**src/rtl/exc_pkg.sv**
```systemverilog
// Shared definitions for the exception controller.
// Holds the CP0 cause encodings, the CP0 status bit positions used for
// masking, the pending-vector bit positions and the controller FSM encoding.
package exc_pkg;

    // Cause codes driven into CP0
    localparam logic [1:0] CAUSE_SYSCALL = 2'b00;
    localparam logic [1:0] CAUSE_BREAK   = 2'b01;
    localparam logic [1:0] CAUSE_TEQ     = 2'b11;

    // CP0 status bit indices
    localparam int IE       = 0;
    localparam int SYS_MASK = 1;
    localparam int BRK_MASK = 2;
    localparam int TEQ_MASK = 3;

    // Bit positions inside the pending vector {teq, break, syscall}
    localparam int SRC_SYSCALL = 0;
    localparam int SRC_BREAK   = 1;
    localparam int SRC_TEQ     = 2;

    typedef enum logic [2:0] {
        ST_IDLE    = 3'd0,
        ST_ENTER   = 3'd1,
        ST_FLUSH   = 3'd2,
        ST_HANDLER = 3'd3,
        ST_RETURN  = 3'd4
    } exc_state_e;

endpackage

```
**src/rtl/exc_prio_enc.sv**
```systemverilog
// Masked priority encoder for pending exception sources.
// A pending bit is eligible when the global enable (IE) and its own mask bit
// are both set. Among eligible bits teq wins over break, break over syscall.
// Ports:
//   pending_i  [2:0]  pending vector {teq, break, syscall}
//   status_i   [3:0]  low bits of CP0 status {teq_mask, brk_mask, sys_mask, ie}
//   valid_o           at least one eligible pending bit
//   cause_o    [1:0]  CP0 cause code of the winner
//   clear_o    [2:0]  one-hot mask of the winning pending bit
module exc_prio_enc
    import exc_pkg::*;
(
    input  logic [2:0] pending_i,
    input  logic [3:0] status_i,
    output logic       valid_o,
    output logic [1:0] cause_o,
    output logic [2:0] clear_o
);

    logic [2:0] elig;

    always_comb begin
        elig    = pending_i & status_i[TEQ_MASK:SYS_MASK] & {3{status_i[IE]}};
        valid_o = |elig;
        cause_o = CAUSE_SYSCALL;
        clear_o = 3'b000;
        if (elig[SRC_TEQ]) begin
            cause_o = CAUSE_TEQ;
            clear_o = 3'b100;
        end else if (elig[SRC_BREAK]) begin
            cause_o = CAUSE_BREAK;
            clear_o = 3'b010;
        end else if (elig[SRC_SYSCALL]) begin
            cause_o = CAUSE_SYSCALL;
            clear_o = 3'b001;
        end
    end

endmodule

```
**src/rtl/exc_ctrl.sv**
```systemverilog
// Exception request generator / arbiter, initiator side of the CP0
// exception interface.
// Latches syscall/break/teq events as pending, arbitrates the ones enabled by
// CP0 status, emits a one-cycle exception pulse with cause and EPC, and
// redirects the PC to the handler on entry and to EPC+4 on eret. Each redirect
// is followed by FLUSH_CYCLES cycles of stall.
// Handshake: exception_o and eret_o are registered single-cycle pulses; CP0
// samples them on the negedge inside that cycle and gives no acknowledge.
// Ports:
//   clk, rst                 clock, asynchronous active-low reset
//   syscall_i/break_i/teq_i  decoded exception sources, one-cycle
//   eret_i                   decoded eret, one-cycle
//   pc_i                     PC of the instruction in decode
//   status_i                 CP0 status
//   exc_addr_i               CP0 EPC+4
//   exception_o, cause_o, epc_o   exception request to CP0
//   eret_o                   eret request to CP0
//   redirect_o, target_o     PC mux select and target
//   stall_o                  freeze fetch/decode
//   pending_o                pending vector {teq, break, syscall}
//   state_o                  current FSM state (debug)
module exc_ctrl
    import exc_pkg::*;
#(
    parameter logic [31:0] HANDLER_ADDR = 32'h0040_0004,
    parameter int unsigned FLUSH_CYCLES = 2
) (
    input  logic        clk,
    input  logic        rst,
    input  logic        syscall_i,
    input  logic        break_i,
    input  logic        teq_i,
    input  logic        eret_i,
    input  logic [31:0] pc_i,
    input  logic [31:0] status_i,
    input  logic [31:0] exc_addr_i,
    output logic        exception_o,
    output logic [1:0]  cause_o,
    output logic [31:0] epc_o,
    output logic        eret_o,
    output logic        redirect_o,
    output logic [31:0] target_o,
    output logic        stall_o,
    output logic [2:0]  pending_o,
    output exc_state_e  state_o
);

    // The flush counter counts down to zero, so FLUSH lasts FLUSH_CYCLES cycles
    localparam logic [2:0] FLUSH_LAST = 3'(FLUSH_CYCLES - 1);

    exc_state_e  state_q, state_d;
    logic [2:0]  cnt_q, cnt_d;
    logic        ret_q, ret_d;          // current FLUSH ends in IDLE (after eret)
    logic [2:0]  pending_q, pending_d;
    logic [31:0] pend_pc_q, pend_pc_d;

    logic        exception_q, exception_d;
    logic [1:0]  cause_q, cause_d;
    logic [31:0] epc_q, epc_d;
    logic        eret_q, eret_d;
    logic        redirect_q, redirect_d;
    logic [31:0] target_q, target_d;
    logic        stall_q, stall_d;

    logic        win_valid;
    logic [1:0]  win_cause;
    logic [2:0]  win_clear;
    logic [2:0]  clear;
    logic [2:0]  src;
    logic [2:0]  kept;

    // Only the IE and per-source mask bits matter here
    logic unused_status;
    assign unused_status = ^status_i[31:4];

    exc_prio_enc u_prio (
        .pending_i (pending_q),
        .status_i  (status_i[3:0]),
        .valid_o   (win_valid),
        .cause_o   (win_cause),
        .clear_o   (win_clear)
    );

    always_comb begin
        state_d     = state_q;
        cnt_d       = cnt_q;
        ret_d       = ret_q;
        clear       = 3'b000;
        exception_d = 1'b0;
        cause_d     = CAUSE_SYSCALL;
        epc_d       = 32'h0;
        eret_d      = 1'b0;
        redirect_d  = 1'b0;
        target_d    = 32'h0;
        stall_d     = 1'b0;

        case (state_q)
            ST_IDLE: begin
                if (win_valid) begin
                    state_d = ST_ENTER;
                    clear   = win_clear;
                end else if (eret_i) begin
                    state_d = ST_RETURN;
                end
            end
            ST_ENTER: begin
                state_d = ST_FLUSH;
                cnt_d   = FLUSH_LAST;
                ret_d   = 1'b0;
            end
            ST_FLUSH: begin
                // eret_i is deliberately ignored while flushing
                if (cnt_q == 3'd0) begin
                    state_d = ret_q ? ST_IDLE : ST_HANDLER;
                end else begin
                    cnt_d = cnt_q - 3'd1;
                end
            end
            ST_HANDLER: begin
                if (eret_i) begin
                    state_d = ST_RETURN;
                end
            end
            ST_RETURN: begin
                state_d = ST_FLUSH;
                cnt_d   = FLUSH_LAST;
                ret_d   = 1'b1;
            end
            default: state_d = ST_IDLE;
        endcase

        // Outputs are registered: they describe the cycle spent in state_d.
        // ENTER is only reached from IDLE with a valid winner, so the
        // encoder outputs are meaningful on that transition.
        case (state_d)
            ST_ENTER: begin
                exception_d = 1'b1;
                cause_d     = win_cause;
                epc_d       = pend_pc_q;
                redirect_d  = 1'b1;
                target_d    = HANDLER_ADDR;
                stall_d     = 1'b1;
            end
            ST_RETURN: begin
                eret_d     = 1'b1;
                redirect_d = 1'b1;
                target_d   = exc_addr_i;
                stall_d    = 1'b1;
            end
            ST_FLUSH: begin
                stall_d = 1'b1;
            end
            default: ;
        endcase
    end

    // Pending latch. New events are OR-ed after the winner is cleared so a
    // source arriving on the ENTER edge is never lost. The shared PC is only
    // captured when nothing remains pending.
    always_comb begin
        src       = {teq_i, break_i, syscall_i};
        kept      = pending_q & ~clear;
        pending_d = kept | src;
        pend_pc_d = pend_pc_q;
        if ((kept == 3'b000) && (src != 3'b000)) begin
            pend_pc_d = pc_i;
        end
    end

    always_ff @(posedge clk or negedge rst) begin
        if (!rst) begin
            state_q     <= ST_IDLE;
            cnt_q       <= 3'd0;
            ret_q       <= 1'b0;
            pending_q   <= 3'b000;
            pend_pc_q   <= 32'h0;
            exception_q <= 1'b0;
            cause_q     <= CAUSE_SYSCALL;
            epc_q       <= 32'h0;
            eret_q      <= 1'b0;
            redirect_q  <= 1'b0;
            target_q    <= 32'h0;
            stall_q     <= 1'b0;
        end else begin
            state_q     <= state_d;
            cnt_q       <= cnt_d;
            ret_q       <= ret_d;
            pending_q   <= pending_d;
            pend_pc_q   <= pend_pc_d;
            exception_q <= exception_d;
            cause_q     <= cause_d;
            epc_q       <= epc_d;
            eret_q      <= eret_d;
            redirect_q  <= redirect_d;
            target_q    <= target_d;
            stall_q     <= stall_d;
        end
    end

    assign exception_o = exception_q;
    assign cause_o     = cause_q;
    assign epc_o       = epc_q;
    assign eret_o      = eret_q;
    assign redirect_o  = redirect_q;
    assign target_o    = target_q;
    assign stall_o     = stall_q;
    assign pending_o   = pending_q;
    assign state_o     = state_q;

endmodule

```
**config.mk**
```make
export PLATFORM = sky130hd
export DESIGN_NAME = exc_ctrl
export DESIGN_NICKNAME = d
export VERILOG_FILES = /design/src/rtl/exc_pkg.sv /design/src/rtl/exc_prio_enc.sv /design/src/rtl/exc_ctrl.sv
export SDC_FILE = /design/constraint.sdc
export NUM_CORES = 1
export LEC_CHECK = 0
export ABC_AREA = 1
export CAP_MARGIN = 30
export CORE_UTILIZATION = 25
export CTS_BUF_LIST = sky130_fd_sc_hd__clkbuf_4 sky130_fd_sc_hd__clkbuf_8
export DETAILED_ROUTE_END_ITERATION = 10
export GPL_TIMING_DRIVEN = 1
export MAX_ROUTING_LAYER = met4
export PLACE_DENSITY = 0.49
export SYNTH_ARGS = -nofsm -noshare
export SYNTH_HDL_FRONTEND = slang
export SYNTH_SLANG_ARGS = --single-unit
export TNS_END_PERCENT = 100
```
**constraint.sdc**
```tcl
create_clock -name clk -period 2.21 [get_ports clk]
set_input_delay 0.3315 -clock clk [delete_from_list [all_inputs] [get_ports clk]]
set_output_delay 0.3315 -clock clk [all_outputs]
set_load 0.02 [all_outputs]
```
Yosys cells after proc, flatten, opt, wreduce, memory -nomap -nowiden
Cells that the tools add are included.
- bits in registers: 112
- bits of input ports: 102
- output and inout port bits: 76
- add/sub/neg operators: 1
- equal/unequal tests: 8
- mux-type cells: 22
- bitwise operators: 5
- reduce and logical (&&, ||, !) cells: 12
- operators by type and width (cell ; number):
    $pmux W32 S2 ; 1
    $mux W32 ; 1
    $mux W3 ; 8
    $pmux W3 S4 ; 1
    $and A3 B3 Y3 ; 3
    $eq A3 B2 Y1 const B ; 3
    $logic_not A3 Y1 ; 3
    $eq A3 B1 Y1 const B ; 2
    $eq A3 B3 Y1 const B ; 2
    $mux W1 ; 6
    $mux W2 ; 3
    $pmux W3 S2 ; 1
    $reduce_or A3 Y1 ; 2
    $reduce_bool A2 Y1 ; 2
    $reduce_or A2 Y1 ; 2
    $not A3 Y3 ; 1
    $or A3 B3 Y3 ; 1
    $reduce_bool A3 Y1 ; 1
    $sub A3 B1 Y3 const B ; 1
    $ne A2 B2 Y1 const B ; 1
    $pmux W1 S2 ; 1
    $reduce_and A2 Y1 ; 1
    $logic_and A1 B1 Y1 ; 1

Logic depth before layout (Yosys ltp)
Gate-level depths: netlist (run 1).
- depth after elaboration: 11
- gate-level depth with buffers: 9

By module
Synthesis (run 1) repeated with hierarchy kept, for this count alone.
- cells, all modules: 432
- area, all modules: 4284.1 um^2
- modules (own cells, without submodules) (module ; instances ; cells each ; area each (um^2) ; sequential area each (um^2)):
    exc_ctrl ; 1 ; 423 ; 4229.1 ; 2802.7
    exc_prio_enc ; 1 ; 9 ; 55.1 ; 0.0

Worst setup path before layout (run 1)
Ideal clock, no wire load.
- path type: reg-to-reg
- from: register state_q[2], in the netlist state_o[2]
- to: register pend_pc_q[1]
- setup time: 0.117 ns
- data arrival time: 1.360 ns
- required time: 2.093 ns
- path slack: 0.732 ns
- cell stages (with the launch flop): 8
- period minus slack after synthesis: 1.478 ns
- path through: dfrtp_1 nor3_4 nand2_1 nand2_1 nand3_2 buf_2 nand2_1 nand2_1
- cells in the longest elaborated chain, start to end: 6
- RTL lines (element ; RTL line ; text):
    start: declaration ; exc_ctrl.sv:51 ; exc_state_e state_q, state_d;
    start signal: assignment ; exc_ctrl.sv:185 ; state_q <= state_d;
    $logic_not A3 Y1 ; exc_ctrl.sv:97 ; case (state_q)
    $mux W3 ; exc_ctrl.sv:97 ;
    $not A3 Y3 ; exc_ctrl.sv:162 ; kept = pending_q & ~clear;
    $and A3 B3 Y3 ; exc_ctrl.sv:162 ;
    $logic_not A3 Y1 ; exc_ctrl.sv:165 ; if ((kept == 3'b000) && (src != 3'b000)) begin
    $logic_and A1 B1 Y1 ; exc_ctrl.sv:165 ;
    end signal: assignment ; exc_ctrl.sv:189 ; pend_pc_q <= pend_pc_d;
    end: declaration ; exc_ctrl.sv:55 ; logic [31:0] pend_pc_q, pend_pc_d;
Every way passes these cells.
A chain may end at the register's enable or synchronous reset.

Final worst setup path (run 1)
- from: register state_q[2], in the netlist state_o[2]
- to: output port state_o[2]
- RTL lines (element ; RTL line ; text):
    end: declaration ; exc_ctrl.sv:45 ; output exc_state_e state_o
No word-level cell between the ends.

==> summary.md, run 1 <==
| Metric | Value |
|---|---|
| Peak ir drop on the vdd network | 405 µV |
| Slew at the pin closest to its max-slew limit | about 0.52 ns |
| Initial drt markers | about 160 |
| Detailed-routing iteration count for the pre-antenna-repair pass | 4 |
| Final estimated routing congestion in global placement | ~0.74 |
| Net count reported at finish | around 660 |
| CP Buf/Inv Count | 1 |
| Number of synthesized flops with an enable pin | 0 |
| Number of synthesized register bits | 112 |
| Final hold vios | 0 |
| TritonCTS clock tree | done |
| Sequential cell area fraction in the yosys report | 0.668 |
| Per-cell routed wire length | between 10 and 15 µm |
| FILL cells | between 1500 and 2000 |
| Power Dens Cells | approximately 1100 nW/µm² |
| Startpoint Class | register |
| Via Count | between 3000 and 4000 |
| Combined flip-flop and latch cell area | around 2800 µm² |
| Result of the run | complete, no violations |
| Cell family contributing the most delay on the critical path | buffers and inverters |
| Number of antenna diodes | 0 |
| Slew Limit Headroom | 0.652 |
| Effective utilization at floorplan | 0.260 |
| Input/output buffers | ~150 |
| Average instance area after synthesis | 10.5 µm² |
| Wire length of the first global-routing pass | about 17000 µm |
| Buffer type at the clock tree root | clkbuf_8 |
| Total CTS buffers | 9 |
| Final sum of negative setup slack | 0 ns |
| Pleak | about 3 nW |
| Setup repair after global routing missed its margin | false |
| # Max-Cap Violations | 0 |
| Class of the worst hold path | in -> async |
| Biggest area contributors in the synthesized netlist | dfrtp_1, nand2_1, nand4_1 |
| Avg Vias per Cell | 4.17 |
| Post-synth design cell area | about 4200 µm² |
| Initial antenna violation count | 0 |
| Max Slew Vio Count | 0 |
| Maximum frequency from static timing analysis | roughly 520 MHz |
| Commonest cells in the netlist | dfrtp_1, nand2_1, inv_1, nor2_1, nand4_1 |
| Clock-pin slew on the worst setup and hold paths | 0.11 ns |
| Final setup vio count | 0 |
| Die boundary height | 132 µm |
| Clock Skews | ~0.013 ns |
| Placed wire-length estimate after detailed placement | roughly 7300 µm |
| Endpoint required time on the critical path | 1.88 ns |
| Type of the setup path with the least slack | reg -> out |
| Sinks on Clock Net | 112 |
| Predominant post-synthesis flop cell | dfrtp_1 |
| Share of cells above drive strength 1 | 0.0665 |
| Cells traversed along the worst timing path | clkdlybuf4s50_1 |
| Overall fraction of global-route tracks in use | 0.133 |
| Worst hold slack after final layout | between 0.4 and 0.5 ns |
| Overall die area | 17300 µm² |
| Nets in the synthesized netlist | 504 |
| Insertion delay of the later-clocked pin in the worst-skew pair | ~0.38 ns |
| Core region area | between 15000 and 20000 µm² |
| Leading cell type by number of instances after synthesis | dfrtp_1 |
| Row count | 46 |
| Worst path arrival time | between 1.5 and 2 ns |
| Largest fanout on the critical path | 6 |
| Via count of the first global-routing pass | 3300 |
| DRC | 0 |
| Slowest stage cell, crit path | clkdlybuf4s50_1 |
| Buffer levels on the longest clock path | 2 |
| Number of distinct library cells after synthesis | 23 |
| Largest stage delay, worst path | slightly below 0.7 ns |
| Maximum number of pins on one net before global-route repair | 40 |
| Count of mapped cells out of synthesis | 400 |
| Ratio of final minimum period to clock period | 0.872 |
| IO Pins | approximately 180 |
| Total overflow reported by the global router | 0 |
| Area fraction of the dominant cell type after synthesis | 0.668 |
| Final wirelength | 10600 µm |
| Area Overhead vs Synth | 48.6% |
| Worst Setup End Kind | primary output |
| Die extent in x | around 130 µm |
| H-tree Lvls | 3 |
| Share of async-settable or async-resettable flops after synthesis | 1.00 |
| Library cell with the largest summed area after synthesis | dfrtp_1 |
| Syn. warnings | 0 |
| Area taken by multi-input logic gates | 1120 µm² |
| Final antenna-violating net count | 0 |
| Time the final worst path needs with I/O delays and setup | 1.93 ns |
## metal layers
metal | vias up | track usage | part of all wire | wire length [µm]
met5 | - | - | 0 | 0
met4 | 0 | 0.0607 | 0.017 | 184
met3 | 11 | 0.0448 | 0.079 | 835
met2 | 118 | 0.201 | 0.46 | 4920
met1 | 1528 | 0.159 | 0.44 | 4650
li1 | 1566 | - | - | -
## state kept, by name, indices dropped and copies added, names as in the netlist
signal,cells
target_o,32
stall_o,1
state_o,3
ret_q,1
redirect_o,1
cnt_q,3
epc_o,32
pending_o,3
pend_pc_q,32
eret_o,1
exception_o,1
cause_o,2
## final cells by class
class                      instances  share of cell area
clock inverter                     6              0.0132
timing repair buffer             162               0.263
tap                              216              0.0434
multi-input combinational        218               0.180
inverter                          48              0.0289
clock buffer                      10              0.0221
sequential                       112               0.450
## layout by cell type, fill, tap and decap left out, types with 3 or more instances in the layout
cell type and count:
buf_12 4, clkbuf_8 10, dfrtp_1 112, clkdlybuf4s50_1 148, nand3_1 9, nand2_1 86, a21boi_1 8, buf_4 9
o21ai_0 3, nand4_1 33, clkinv_2 3, inv_1 46, a21boi_0 22, nor2_1 43
## timing repair
item	CTS	global route
setup buffers	0	0
resized for setup	0	0
hold buffers	1	0
hold endpoints to repair	35	0
## cells by family after synthesis
| logic type | after synthesis | synth area share |
|---|---|---|
| DFF | 112 | 0.668 |
| and+or+nand+nor | 177 | 0.188 |
| xor gates and xnor gates | 1 | 0.00209 |
| AOI/OAI and AO/OA | 38 | 0.0662 |
| adders and majority gates | 2 | 0.00596 |
| buffers and inverters | 70 | 0.0692 |
## power breakdown
group / switching, mW / internal [mW] / total, mW
registers: 0.268 / 2.63 / 2.90
logic: 1.46 / 1.12 / 2.58
clock network: 0.694 / 0.664 / 1.36
total: 2.42 / 4.42 / 6.84
## per-stage QoR
step	setup WS [ns]	instances	power, mW	area [µm²]	util
final	0.282	772	6.84	6230	0.387
after global routing	0.216	772	7.30	6230	0.387
after CTS	0.238	772	6.98	6230	0.387
after detailed placement	0.175	755	5.56	6000	0.373
after global placement	0.197	755	5.54	6000	0.373
after floorplan	0.732	400	4.27	4200	-
## path summary, 6_finish.rpt
kind                                     startpoint                       end  slack [ns]  cells past startpoint
setup / recovery               state_o[2]$_DFF_PN0_                state_o[2]        0.28                      1
hold / removal                                  rst    target_o[29]$_DFF_PN0_        0.46                      2
setup reg to reg               state_o[2]$_DFF_PN0_  pend_pc_q[2]$_DFFE_PN0P_        0.50                      6
hold reg to reg            pend_pc_q[8]$_DFFE_PN0P_  pend_pc_q[8]$_DFFE_PN0P_        0.48                      2
max in group asynchronous                       rst  pend_pc_q[0]$_DFFE_PN0P_        1.15                      3
min in group clk                      exc_addr_i[2]     target_o[2]$_DFF_PN0_        0.48                      3
Power figures use the tool's default switching activity.
==> run 2: changes to the inputs <==
SETUP_SLACK_MARGIN = 0.2   (was unset)
TNS_END_PERCENT = 1   (was 100)
==> results of run 2 <==
Same layout as run 1: the final DEF is identical, and so are final timing and power.
==> edit 1, RTL diff (config.mk and constraints of run 2) <==
Put one more register stage on the output `redirect_o`, cleared by the reset. The value now appears one clock later. The other outputs are not delayed to match.
--- a/src/rtl/exc_ctrl.sv
+++ b/src/rtl/exc_ctrl.sv
@@ -201,7 +201,13 @@
     assign cause_o     = cause_q;
     assign epc_o       = epc_q;
     assign eret_o      = eret_q;
-    assign redirect_o  = redirect_q;
+    always_ff @(posedge clk or negedge rst) begin
+        if (!rst) begin
+            redirect_o <= '0;
+        end else begin
+            redirect_o <= redirect_q;
+        end
+    end
     assign target_o    = target_q;
     assign stall_o     = stall_q;
     assign pending_o   = pending_q;
Check against the original RTL: not equivalent (Yosys sat finds a counterexample within 4 cycles, from zero or initial values and one cycle with rst low).
==> edit 1 against run 2 <==
Register-to-register slack better by 0.05 ns. Largest cell class unchanged. Largest power group unchanged. Power up 17%. Critical path type unchanged. Area after synthesis up 0.60%. Clock skew down 0.0041 ns. Core utilization up 1.1 points. Routed wire length up 3.8%. Sequential cell count up 1. Fmax about the same. Sequential share of layout area down 2.0 points. Design area up 5.5%. Highest routed layer unchanged. Setup slack better by 0.0013 ns.
==> edit 1: results (changes against run 2) <==
\begin{tabular}{lr}
\hline
Metric & Value \\
\hline
\multicolumn{2}{l}{\textbf{Yosys}} \\
\quad Cells taking the most area after synthesis & sky130\_fd\_sc\_hd\_\_dfrtp\_1 (67\%), sky130\_fd\_sc\_hd\_\_nand2\_1 (7.6\%), sky130\_fd\_sc\_hd\_\_nand4\_1 (4.9\%) (was sky130\_fd\_sc\_hd\_\_dfrtp\_1 (67\%), sky130\_fd\_sc\_hd\_\_nand2\_1 (7.7\%), sky130\_fd\_sc\_hd\_\_nand4\_1 (4.9\%)) \\
\quad Net count after synthesis & 505 (was 504) \\
\multicolumn{2}{l}{\textbf{Global routing}} \\
\quad Combined global-route utilization of all metal layers & 14.27\% (was 13.26\%) \\
\quad Via count of the first global-routing pass & 3,492 (was 3,300) \\
\quad Global routing met2 resource utilization & 21.75\% (was 20.08\%) \\
\quad Wire length of the first global-routing pass & 18,140 microns (was 17,300 microns) \\
\quad GR Util met1 & 15.98\% (was 15.89\%) \\
\quad Largest net degree at the start of global routing & 107 (was 40) \\
\quad Met3 usage in global routing & 7.190\% (was 4.475\%) \\
\multicolumn{2}{l}{\textbf{Detailed routing}} \\
\quad Total number of vias & 3,307 (was 3,223) \\
\quad Met2 layer wire length in the routed design & 5072 microns (was 4918 microns) \\
\quad Number of violations reported at the end of detailed-routing iteration 0 & 131 (was 159) \\
\quad DR WL met3 & 1020 microns (was 835 microns) \\
\quad Metal1 wirelength & 4769 microns (was 4653 microns) \\
\multicolumn{2}{l}{\textbf{CTS}} \\
\quad Clk slew on worst S/H paths & 0.07 ns (was 0.11 ns) \\
\quad CTS Buf Count & 17 (was 9) \\
\quad Insertion delay to the later sink of the worst-skew pair & 0.43 ns (was 0.38 ns) \\
\multicolumn{2}{l}{\textbf{Layout}} \\
\quad Fillcell total & 1,588 (was 1,594) \\
\quad Ratio of cells with drive above 1 in the final layout & 9.408\% (was 6.655\%) \\
\quad Final layout net count & 665 (was 655) \\
\multicolumn{2}{l}{\textbf{Place}} \\
\quad Detailed Place HPWL & 7424 microns (was 7290 microns) \\
\quad Post-placement setup slack & 0.1916 ns (was 0.1746 ns) \\
\quad GPL Wtd Cong & 0.7500 (was 0.7425) \\
\multicolumn{2}{l}{\textbf{Run status}} \\
\quad Status & completed (unchanged) \\
\multicolumn{2}{l}{\textbf{Power}} \\
\quad Peak ir drop on the vdd network & 0.4624 mV (was 0.4053 mV) \\
\quad Total leakage power & 3.164 nW (was 2.978 nW) \\
\multicolumn{2}{l}{\textbf{Timing}} \\
\quad Worst-case clock skew & 0.009075 ns (was 0.01316 ns) \\
\quad Worst Max-Slew Pin Slew & 0.5738 ns (was 0.5214 ns) \\
\multicolumn{2}{l}{\textbf{Setup path}} \\
\quad Worst flop-to-flop path endpoint & pend\_pc\_q[31] (was pend\_pc\_q[2]) \\
\hline
\end{tabular}
-- edit 1: changes by cell type in the layout (fill, tap and decap cells not counted), sizes merged --
cell | run 2 | this run
buf | 13 | 14
bufinv | 2 | 6
clkbuf | 10 | 22
clkdlybuf4s50 | 148 | 147
dfrtp | 112 | 113
dlymetal6s2s | 0 | 1
-- edit 1: worst reg2reg max path, cell delays in order (launching register included) --
cell and delay, ns:
sky130_fd_sc_hd__dfrtp_1 0.46, sky130_fd_sc_hd__nor3_4 0.33, sky130_fd_sc_hd__nand2_1 0.09, sky130_fd_sc_hd__nand2_1 0.20, sky130_fd_sc_hd__nand3_2 0.13, sky130_fd_sc_hd__buf_12 0.18
sky130_fd_sc_hd__nand2_1 0.10, sky130_fd_sc_hd__nand2_1 0.05
-- edit 1: cells by family (layout without fill, tap and decap cells) --
| group | after synthesis | after routing | share of synthesized area [%] |
|---|---|---|---|
| XOR/XNOR | 1 | 1 | 0.2076 |
| flip-flops | 113 | 113 | 67.00 |
| buffers and inverters | 70 | 243 | 6.878 |
| AO/OA/AOI/OAI | 38 | 38 | 6.582 |
| adder cells (fa/ha/maj) | 2 | 2 | 0.5928 |
| AND/OR/NAND/NOR | 177 | 177 | 18.74 |
-- edit 1: stage by stage --
stage	hold WS (ns)	cells	cell area, sq um
final	0.2564	794	6578
after global routing	0.2195	794	6578
after CTS	0.2190	794	6575
after detailed placement	0.1634	761	6066
after global placement	0.1604	761	6066
after floorplan	0.03591	401	4220
-- edit 1: layout make-up --
type	count	area share, %
clock buffers	22	4.508
clock inverters	10	3.082
inverters	48	2.739
multi-input cells	218	17.04
flip-flops and latches	113	42.99
well taps	220	4.185
repair buffers	163	25.45
-- edit 1: where the power goes --
part | internal, mW | switching [mW]
Combinational | 1.16 | 1.48
Clock | 1.58 | 0.851
Sequential | 2.66 | 0.272
==> edit 2, RTL diff (settings of run 2) <==
Without the edit above. Change the package constant `TEQ_MASK` from 3 to 2.
--- a/src/rtl/exc_pkg.sv
+++ b/src/rtl/exc_pkg.sv
@@ -12,7 +12,7 @@
     localparam int IE       = 0;
     localparam int SYS_MASK = 1;
     localparam int BRK_MASK = 2;
-    localparam int TEQ_MASK = 3;
+    localparam int TEQ_MASK = 2;
 
     // Bit positions inside the pending vector {teq, break, syscall}
     localparam int SRC_SYSCALL = 0;
Function: changed (a bounded check fails within 4 cycles, from zero or initial values and one cycle with rst low).
==> edit 2 against run 2 <==
Sequential cell count is 1 lower. Highest routed layer unchanged. Routed wire length is 7.7% lower. Via count is 3.7% lower. Global-route usage is 0.39 points lower. Area after synthesis is 0.95% lower. Die area is 0.94% lower. Setup slack better by 0.041 ns. Design area is 2.2% lower. Power is 21% lower.
==> edit 2: results (changes against run 2) <==
\begin{tabular}{lr}
\hline
Metric & Value \\
\hline
\multicolumn{2}{l}{\textbf{Power}} \\
\quad Clock Power & 1.25 mW (was 1.36 mW) \\
\quad Peak ir drop on the vdd network & 0.5282 mV (was 0.4053 mV) \\
\quad Final Total Pwr & 5.396 mW (was 6.837 mW) \\
\quad Switch Pwr & 1.829 mW (was 2.422 mW) \\
\multicolumn{2}{l}{\textbf{Place}} \\
\quad Detailed Place HPWL & 7231 microns (was 7290 microns) \\
\quad Post-DP Area & 5888 sq um (was 6003 sq um) \\
\multicolumn{2}{l}{\textbf{Yosys}} \\
\quad Net count after synthesis & 528 (was 504) \\
\quad Post-synthesis cell type count & 22 (was 23) \\
\quad Cells taking the most area after synthesis & sky130\_fd\_sc\_hd\_\_dfrtp\_1 (67\%), sky130\_fd\_sc\_hd\_\_inv\_1 (7.3\%), sky130\_fd\_sc\_hd\_\_nand2\_1 (7.3\%) (was sky130\_fd\_sc\_hd\_\_dfrtp\_1 (67\%), sky130\_fd\_sc\_hd\_\_nand2\_1 (7.7\%), sky130\_fd\_sc\_hd\_\_nand4\_1 (4.9\%)) \\
\multicolumn{2}{l}{\textbf{Global routing}} \\
\quad Combined global-route utilization of all metal layers & 12.87\% (was 13.26\%) \\
\quad Via count of the first global-routing pass & 3,199 (was 3,300) \\
\quad Global routing met2 resource utilization & 21.76\% (was 20.08\%) \\
\quad Wire length of the first global-routing pass & 15,770 microns (was 17,300 microns) \\
\multicolumn{2}{l}{\textbf{Detailed routing}} \\
\quad Number of violations reported at the end of detailed-routing iteration 0 & 130 (was 159) \\
\quad Routed wire length per instance & 12.25 microns (was 13.72 microns) \\
\multicolumn{2}{l}{\textbf{Layout}} \\
\quad Final layout net count & 681 (was 655) \\
\quad Ratio of cells with drive above 1 in the final layout & 6.357\% (was 6.655\%) \\
\multicolumn{2}{l}{\textbf{Timing}} \\
\quad Worst Max-Slew Pin Slew & 0.5236 ns (was 0.5214 ns) \\
\multicolumn{2}{l}{\textbf{Setup path}} \\
\quad Arrival @ worst endpoint & 1.55 ns (was 1.60 ns) \\
\multicolumn{2}{l}{\textbf{Run status}} \\
\quad Status & completed (unchanged) \\
\hline
\end{tabular}
-- edit 2: worst paths after layout --
kind | startpoint | to | cells past startpoint | slack [ns]
worst max-delay path | state_o[0] | state_o[0] | 1 | 0.32
worst min-delay path | rst | target_o[9] | 2 | 0.45
worst max register to register | state_o[2] | pend_pc_q[12] | 9 | 0.56
worst min register to register | pend_pc_q[18] | pend_pc_q[18] | 2 | 0.48
max in group asynchronous | rst | target_o[31] | 3 | 1.01
min in group clk | exc_addr_i[8] | target_o[8] | 3 | 0.46
-- edit 2: per-layer routing --
metal | vias to the layer above | routed length (microns)
li1 | 1547 | -
met1 | 1466 | 4176
met2 | 76 | 5008
met3 | 14 | 399
met4 | 0 | 189
met5 | - | 0
-- edit 2: cell type report --
| cell class | count | share of cell area (%) |
|---|---|---|
| clock inverters | 6 | 1.128 |
| flip-flops and latches | 111 | 45.55 |
| well taps | 216 | 4.432 |
| multi-input cells | 214 | 15.47 |
| repair buffers | 159 | 26.22 |
| clock buffers | 10 | 2.154 |
| inverters | 82 | 5.047 |
-- edit 2: what timing repair did --
action	in CTS	in global routing
endpoints found under the hold margin	37	0
hold buffers	1	0
gates resized for setup	0	0
-- edit 2: cell families after synthesis --
kind of cell / synth area share [%]
flip-flops: 66.85
AND/OR/NAND/NOR: 19.93
buffers and inverters: 10.72
other: 0.09025
XOR/XNOR: 0.2108
adder cells (fa/ha/maj): 0.6021
AO/OA/AOI/OAI: 1.596
-- edit 2: metrics by stage --
step                util (%)  setup slack, ns
floorplan                  -           0.7902
global placement       36.67           0.3205
detailed placement     36.67           0.2853
CTS                    37.98           0.2809
global route           37.98           0.2504
finish                 37.98           0.3236
